--- config.mk ---
export PLATFORM = sky130hd
export DESIGN_NAME = mmio_led_pwm
export DESIGN_NICKNAME = d
export VERILOG_FILES = /design/src/rtl/mmio_led_pwm.sv
export SDC_FILE = /design/constraint.sdc
export NUM_CORES = 1
export LEC_CHECK = 0
export ABC_AREA = 1
export BUFFER_PORTS_ARGS = -buffer_cell sky130_fd_sc_hd__buf_2
export CAP_MARGIN = 30
export CORE_UTILIZATION = 55
export DETAILED_ROUTE_END_ITERATION = 7
export PLACE_DENSITY = 0.76
export REMOVE_ABC_BUFFERS = 1
export SETUP_SLACK_MARGIN = 0.02
export SYNTH_ARGS = -nofsm -noshare
export SYNTH_HDL_FRONTEND = slang
export SYNTH_SLANG_ARGS = --single-unit
--- constraint.sdc ---
create_clock -name clk -period 6.84 [get_ports clk]
set_clock_uncertainty 0.2 [all_clocks]
set_input_delay 0.342 -clock clk [delete_from_list [all_inputs] [get_ports clk]]
set_output_delay 0.342 -clock clk [all_outputs]
set_load 0.01 [all_outputs]
--- src/rtl/mmio_led_pwm.sv ---
// mmio_led_pwm: memory-mapped multi-channel LED PWM controller.
//
// Register map (word addresses):
//   0       ENABLE[NUM_CH-1:0]             RW
//   1       STATUS: [PWM_BITS-1:0] counter, [16] period-wrap flag (clear on read), RO
//   2+ch    DUTY shadow[PWM_BITS-1:0]       RW, applied at the next period boundary
//
// Ports:
//   clk      single clock, all state on rising edge
//   reset    synchronous active-high reset
//   we, re   write / read strobes
//   addr     word address
//   wdata    write data (only the low bits of each field are kept)
//   rdata    registered read data, held between reads
//   rvalid   one-cycle pulse the cycle after re
//   pwm_out  registered per-channel PWM drive at pin polarity
//
// Optional feature: define LED_PWM_FADE_EN to make the active duty step by 1
// toward the shadow at each period boundary (linear fades) instead of loading
// it directly.
module mmio_led_pwm #(
  parameter int NUM_CH     = 4,
  parameter int PWM_BITS   = 8,
  parameter int DIV        = 1,
  parameter int ACTIVE_LOW = 1
) (
  input  logic              clk,
  input  logic              reset,
  input  logic              we,
  input  logic              re,
  input  logic [3:0]        addr,
  input  logic [31:0]       wdata,
  output logic [31:0]       rdata,
  output logic              rvalid,
  output logic [NUM_CH-1:0] pwm_out
);

  localparam int PS_W = (DIV > 1) ? $clog2(DIV) : 1;
  localparam logic [PS_W-1:0] PS_LAST = PS_W'(DIV - 1);
  localparam logic [PWM_BITS-1:0] CNT_MAX = '1;
  localparam logic POL = (ACTIVE_LOW != 0);

  logic [PS_W-1:0]     presc_reg;
  logic                tick;
  logic                wrap_tick;
  logic [PWM_BITS-1:0] cnt_reg;
  logic [NUM_CH-1:0]   enable_reg;
  logic [PWM_BITS-1:0] shadow_reg [NUM_CH];
  logic [PWM_BITS-1:0] active_reg [NUM_CH];
  logic [NUM_CH-1:0]   level;
  logic [NUM_CH-1:0]   pwm_reg;
  logic                wrap_reg;
  logic [31:0]         rdata_reg;
  logic                rvalid_reg;
  logic [31:0]         read_mux;
  logic                status_rd;
  logic                unused_wdata;

  // Only the low bits of wdata are architecturally meaningful.
  assign unused_wdata = ^wdata;

  assign tick      = (presc_reg == PS_LAST);
  assign wrap_tick = tick && (cnt_reg == CNT_MAX);
  assign status_rd = re && (addr == 4'd1);

  // Prescaler: one tick per DIV clocks (every clock when DIV == 1).
  always_ff @(posedge clk) begin
    if (reset) begin
      presc_reg <= '0;
    end else if (tick) begin
      presc_reg <= '0;
    end else begin
      presc_reg <= presc_reg + 1'b1;
    end
  end

  // PWM counter wraps naturally from all-ones to zero.
  always_ff @(posedge clk) begin
    if (reset) begin
      cnt_reg <= '0;
    end else if (tick) begin
      cnt_reg <= cnt_reg + 1'b1;
    end
  end

  always_ff @(posedge clk) begin
    if (reset) begin
      enable_reg <= '0;
    end else if (we && (addr == 4'd0)) begin
      enable_reg <= wdata[NUM_CH-1:0];
    end
  end

  // A boundary beats a coincident STATUS read so the flag stays set.
  always_ff @(posedge clk) begin
    if (reset) begin
      wrap_reg <= 1'b0;
    end else if (wrap_tick) begin
      wrap_reg <= 1'b1;
    end else if (status_rd) begin
      wrap_reg <= 1'b0;
    end
  end

  genvar gi;
  generate
    for (gi = 0; gi < NUM_CH; gi++) begin : g_ch
      always_ff @(posedge clk) begin
        if (reset) begin
          shadow_reg[gi] <= '0;
        end else if (we && (addr == 4'(gi + 2))) begin
          shadow_reg[gi] <= wdata[PWM_BITS-1:0];
        end
      end

      // The active duty only changes at a period boundary, so a DUTY write
      // never truncates or stretches the period in progress.
      always_ff @(posedge clk) begin
        if (reset) begin
          active_reg[gi] <= '0;
        end else if (wrap_tick) begin
`ifdef LED_PWM_FADE_EN
          if (active_reg[gi] < shadow_reg[gi]) begin
            active_reg[gi] <= active_reg[gi] + 1'b1;
          end else if (active_reg[gi] > shadow_reg[gi]) begin
            active_reg[gi] <= active_reg[gi] - 1'b1;
          end
`else
          active_reg[gi] <= shadow_reg[gi];
`endif
        end
      end

      // ENABLE gates the level directly so it acts on the next counter value.
      assign level[gi] = enable_reg[gi] && (cnt_reg < active_reg[gi]);
    end
  endgenerate

  always_ff @(posedge clk) begin
    if (reset) begin
      pwm_reg <= {NUM_CH{POL}};
    end else begin
      pwm_reg <= level ^ {NUM_CH{POL}};
    end
  end

  // Read mux sees pre-write register values, so a same-cycle write+read of
  // one address returns the old contents.
  always_comb begin
    read_mux = '0;
    if (addr == 4'd0) begin
      read_mux[NUM_CH-1:0] = enable_reg;
    end else if (addr == 4'd1) begin
      read_mux[PWM_BITS-1:0] = cnt_reg;
      read_mux[16]           = wrap_reg | wrap_tick;
    end else begin
      for (int i = 0; i < NUM_CH; i++) begin
        if (addr == 4'(i + 2)) begin
          read_mux[PWM_BITS-1:0] = shadow_reg[i];
        end
      end
    end
  end

  always_ff @(posedge clk) begin
    if (reset) begin
      rdata_reg  <= '0;
      rvalid_reg <= 1'b0;
    end else begin
      rvalid_reg <= re;
      if (re) begin
        rdata_reg <= read_mux;
      end
    end
  end

  assign rdata   = rdata_reg;
  assign rvalid  = rvalid_reg;
  assign pwm_out = pwm_reg;

endmodule

==> summary.md <==
| Metric | Value |
|---|---|
| RSZ-0062 raised after global routing | `no` |
| Clk sink count | `92` |
| Final GP Congestion | `0.8133` |
| Synth top area share | `40.37%` |
| Post-DR wirelength/cell | `14.08 µm` |
| Hold Buf Count CTS | `0` |
| Sequential power share | `59.3%` |
| Crit-path cells | `ha_1 > nand2_1 > nor2_2 > nand2_2 > nor4_4 > nand3_4 > nor2_2` |
| CP max stage delay | `0.54 ns` |
| Die area | `9032 µm²` |
| Max-Cap Viols | `0` |
| Net Sw Frac | `26.52%` |
| Clock Root Buffer | `clkbuf_8` |
| Clk Latency, worst-skew pair | `0.36 ns` |
| Pre-CTS WS | `4.367 ns` |
| Die Span Y | `95.04 µm` |
| Port bufs | `29` |
| Leakage | `2.398 nW` |
| Initial Util | `57.36%` |
| Mapped Cells | `524` |
| Post-CTS setup repair buffer count | `0` |
| Status | `completed` |
| First-pass GRT wire length | `15330 µm` |
| CTS resizes | `0` |
| Ys flop type | `edfxtp_1` |
| Clock transition at path regs | `0.10 ns` |
| Antenna violations before repair | `0` |
| Crit-path max FO | `33` |
| Width of the die | `95.04 µm` |
| Final hold vios | `0` |
| Ant. Diodes | `0` |
| Routed vias | `3410` |
| TNS Setup | `0 ns` |
| Combinational Power Share | `8.4%` |
| Cell taking the most area after synthesis | `edfxtp_1` |
| Final WS setup | `4.358 ns` |
| Slowest CP cell | `dfxtp_1` |
| Critical path startpoint category | `register` |
| Post-Layout Inst Area | `5111 µm²` |
| Remaining Overflow, GRT | `0` |
| First drt pass iteration count | `4` |
| DRC | `0` |
| Synth top cells by count | `105 x inv_1, 74 x nor2_1, 64 x edfxtp_1` |
| P per Cell Area | `208.0 nW/µm²` |
| Count leader, synth | `inv_1` |
| Final setup fails | `0` |
| Crit-path leading delay family | `simple AND/OR/NAND/NOR gates` |
| Switching pwr | `0.2819 mW` |
| Drt total wl | `9451 µm` |
| Slew @ Worst Pin | `0.7548 ns` |
| Ys Warns | `0` |
| Layout Nets | `630` |
| Largest net degree at the start of global routing | `34` |
| Vias in the first global route | `3254` |
| Area Overhead vs Synth | `7.359%` |
| Clock Power Share | `32.2%` |
| Dpl cell area | `4927 µm²` |
| Maximum VDD drop | `88.30 µV` |
| CP Class | `reg -> reg` |
| CTS tree | `yes` |
| #FFs+latches synth | `92` |
| Total power | `1.063 mW` |
| Syn Std Cell Area | `4761 µm²` |
| Fin crit period | `2.482 ns` |
| Final hold slack | `0.1014 ns` |
| Fmax | `402.8 MHz` |
| Crit path required time | `6.84 ns` |
| Core area | `8299 µm²` |
| Most used cell along the critical path | `nor2_2` |
| GRT Total Usage | `22.95%` |
| Routed Antenna Nets | `0` |
| Post-DR vias/cell | `5.082` |
| CTS H-tree lvls | `3` |
| Top-level port count | `77` |
| Clock buffer count from CTS | `9` |
| Worst rel slew slack | `49.62%` |
| Crit end category | `register` |
| Post-synthesis async set-or-reset flop share | `0%` |
| Buf/Inv on CP | `0` |
| CTS Buffer Depth | `2` |
| Hpwl dp | `7154 µm` |
| Worst hold path type | `in -> reg` |
| Count of cell types in the netlist | `24` |
| Fin crit share | `36.29%` |
| Cell Int Power | `0.7810 mW` |
| EDFF count, synth | `64` |
| Share of post-route cells with drive strength above 1 | `15.19%` |
| Worst Path Arrival | `2.48 ns` |
| Row count | `33` |
| Final Max Tran Viols | `0` |
| Mean cell area of the mapped netlist | `9.086 µm²` |
| Post-synthesis sequential area ratio | `52.14%` |
| Ranking of synthesized cells by area | `edfxtp_1 40%, dfxtp_1 12%, inv_1 8.3%` |
| Initial drt markers | `177` |
## layout make-up
type,instances,area [µm²]
inverter,106,397.9
clock inverter,7,60.06
multi-input combinational,318,1738
timing repair buffer,34,177.7
clock buffer,9,123.9
tap,105,131.4
fill,712,3188
sequential,92,2482
## kinds of logic after synthesis
logic type | Yosys count | share of synthesized area [%]
AND/OR/NAND/NOR | 201 | 20.00
buffers and inverters | 137 | 13.17
AO/OA/AOI/OAI | 64 | 6.991
adder cells (fa/ha/maj) | 29 | 7.622
other | 1 | 0.07877
flip-flops | 92 | 52.14
## placed cells by master (no fill, tap or decap), drive strengths merged, types with 3 or more instances in the layout
cell type | Yosys | layout
a211oi | 4 | 4
a21oi | 40 | 40
buf | 27 | 34
clkbuf | 4 | 9
clkinv | 1 | 3
clkinvlp | 0 | 3
conb | 1 | 24
dfxtp | 28 | 28
edfxtp | 64 | 64
ha | 29 | 29
inv | 105 | 107
nand2 | 57 | 57
nand3 | 12 | 12
nand4 | 14 | 14
nor2 | 106 | 106
nor3 | 11 | 11
o21ai | 19 | 19
## power by group through the flow
stage | Sequential (mW) | Clock (mW) | Combinational (mW)
after floorplan | 0.641 | 0 | 0.0567
after global placement | 0.643 | 0 | 0.0835
after detailed placement | 0.643 | 0 | 0.0888
after CTS | 0.631 | 0.346 | 0.0896
after global routing | 0.634 | 0.369 | 0.102
final | 0.631 | 0.343 | 0.0896
## layer usage
layer	GRT usage (%)	vias up	wire, µm
met5	0	-	0
met4	9.722	0	259
met3	3.349	18	435
met2	41.07	108	4797
met1	27.49	1575	3958
li1	-	1709	-
## final timing paths
path	start	to	slack [ns]	cells after the start
worst max-delay path	cnt_reg[1]	active_reg[3][3]	4.36	7
worst min-delay path	wdata[0]	enable_reg[0]	0.10	3
worst max register to register	cnt_reg[1]	active_reg[3][3]	4.36	7
worst min register to register	enable_reg[2]	pwm_out[2]	0.26	1
## tightest hold or removal path, cell delays in order
cell and delay [ns]:
buf_2 0.09, o21ai_0 0.08, a21oi_1 0.10
## through the flow
stage	utilization [%]	cells
2_1_floorplan	-	516
4_1_cts	61.59	671
3_3_place_gp	59.16	652
5_1_grt	61.59	671
3_5_place_dp	59.37	655
6_report	61.59	671
Power figures use the tool's default switching activity.
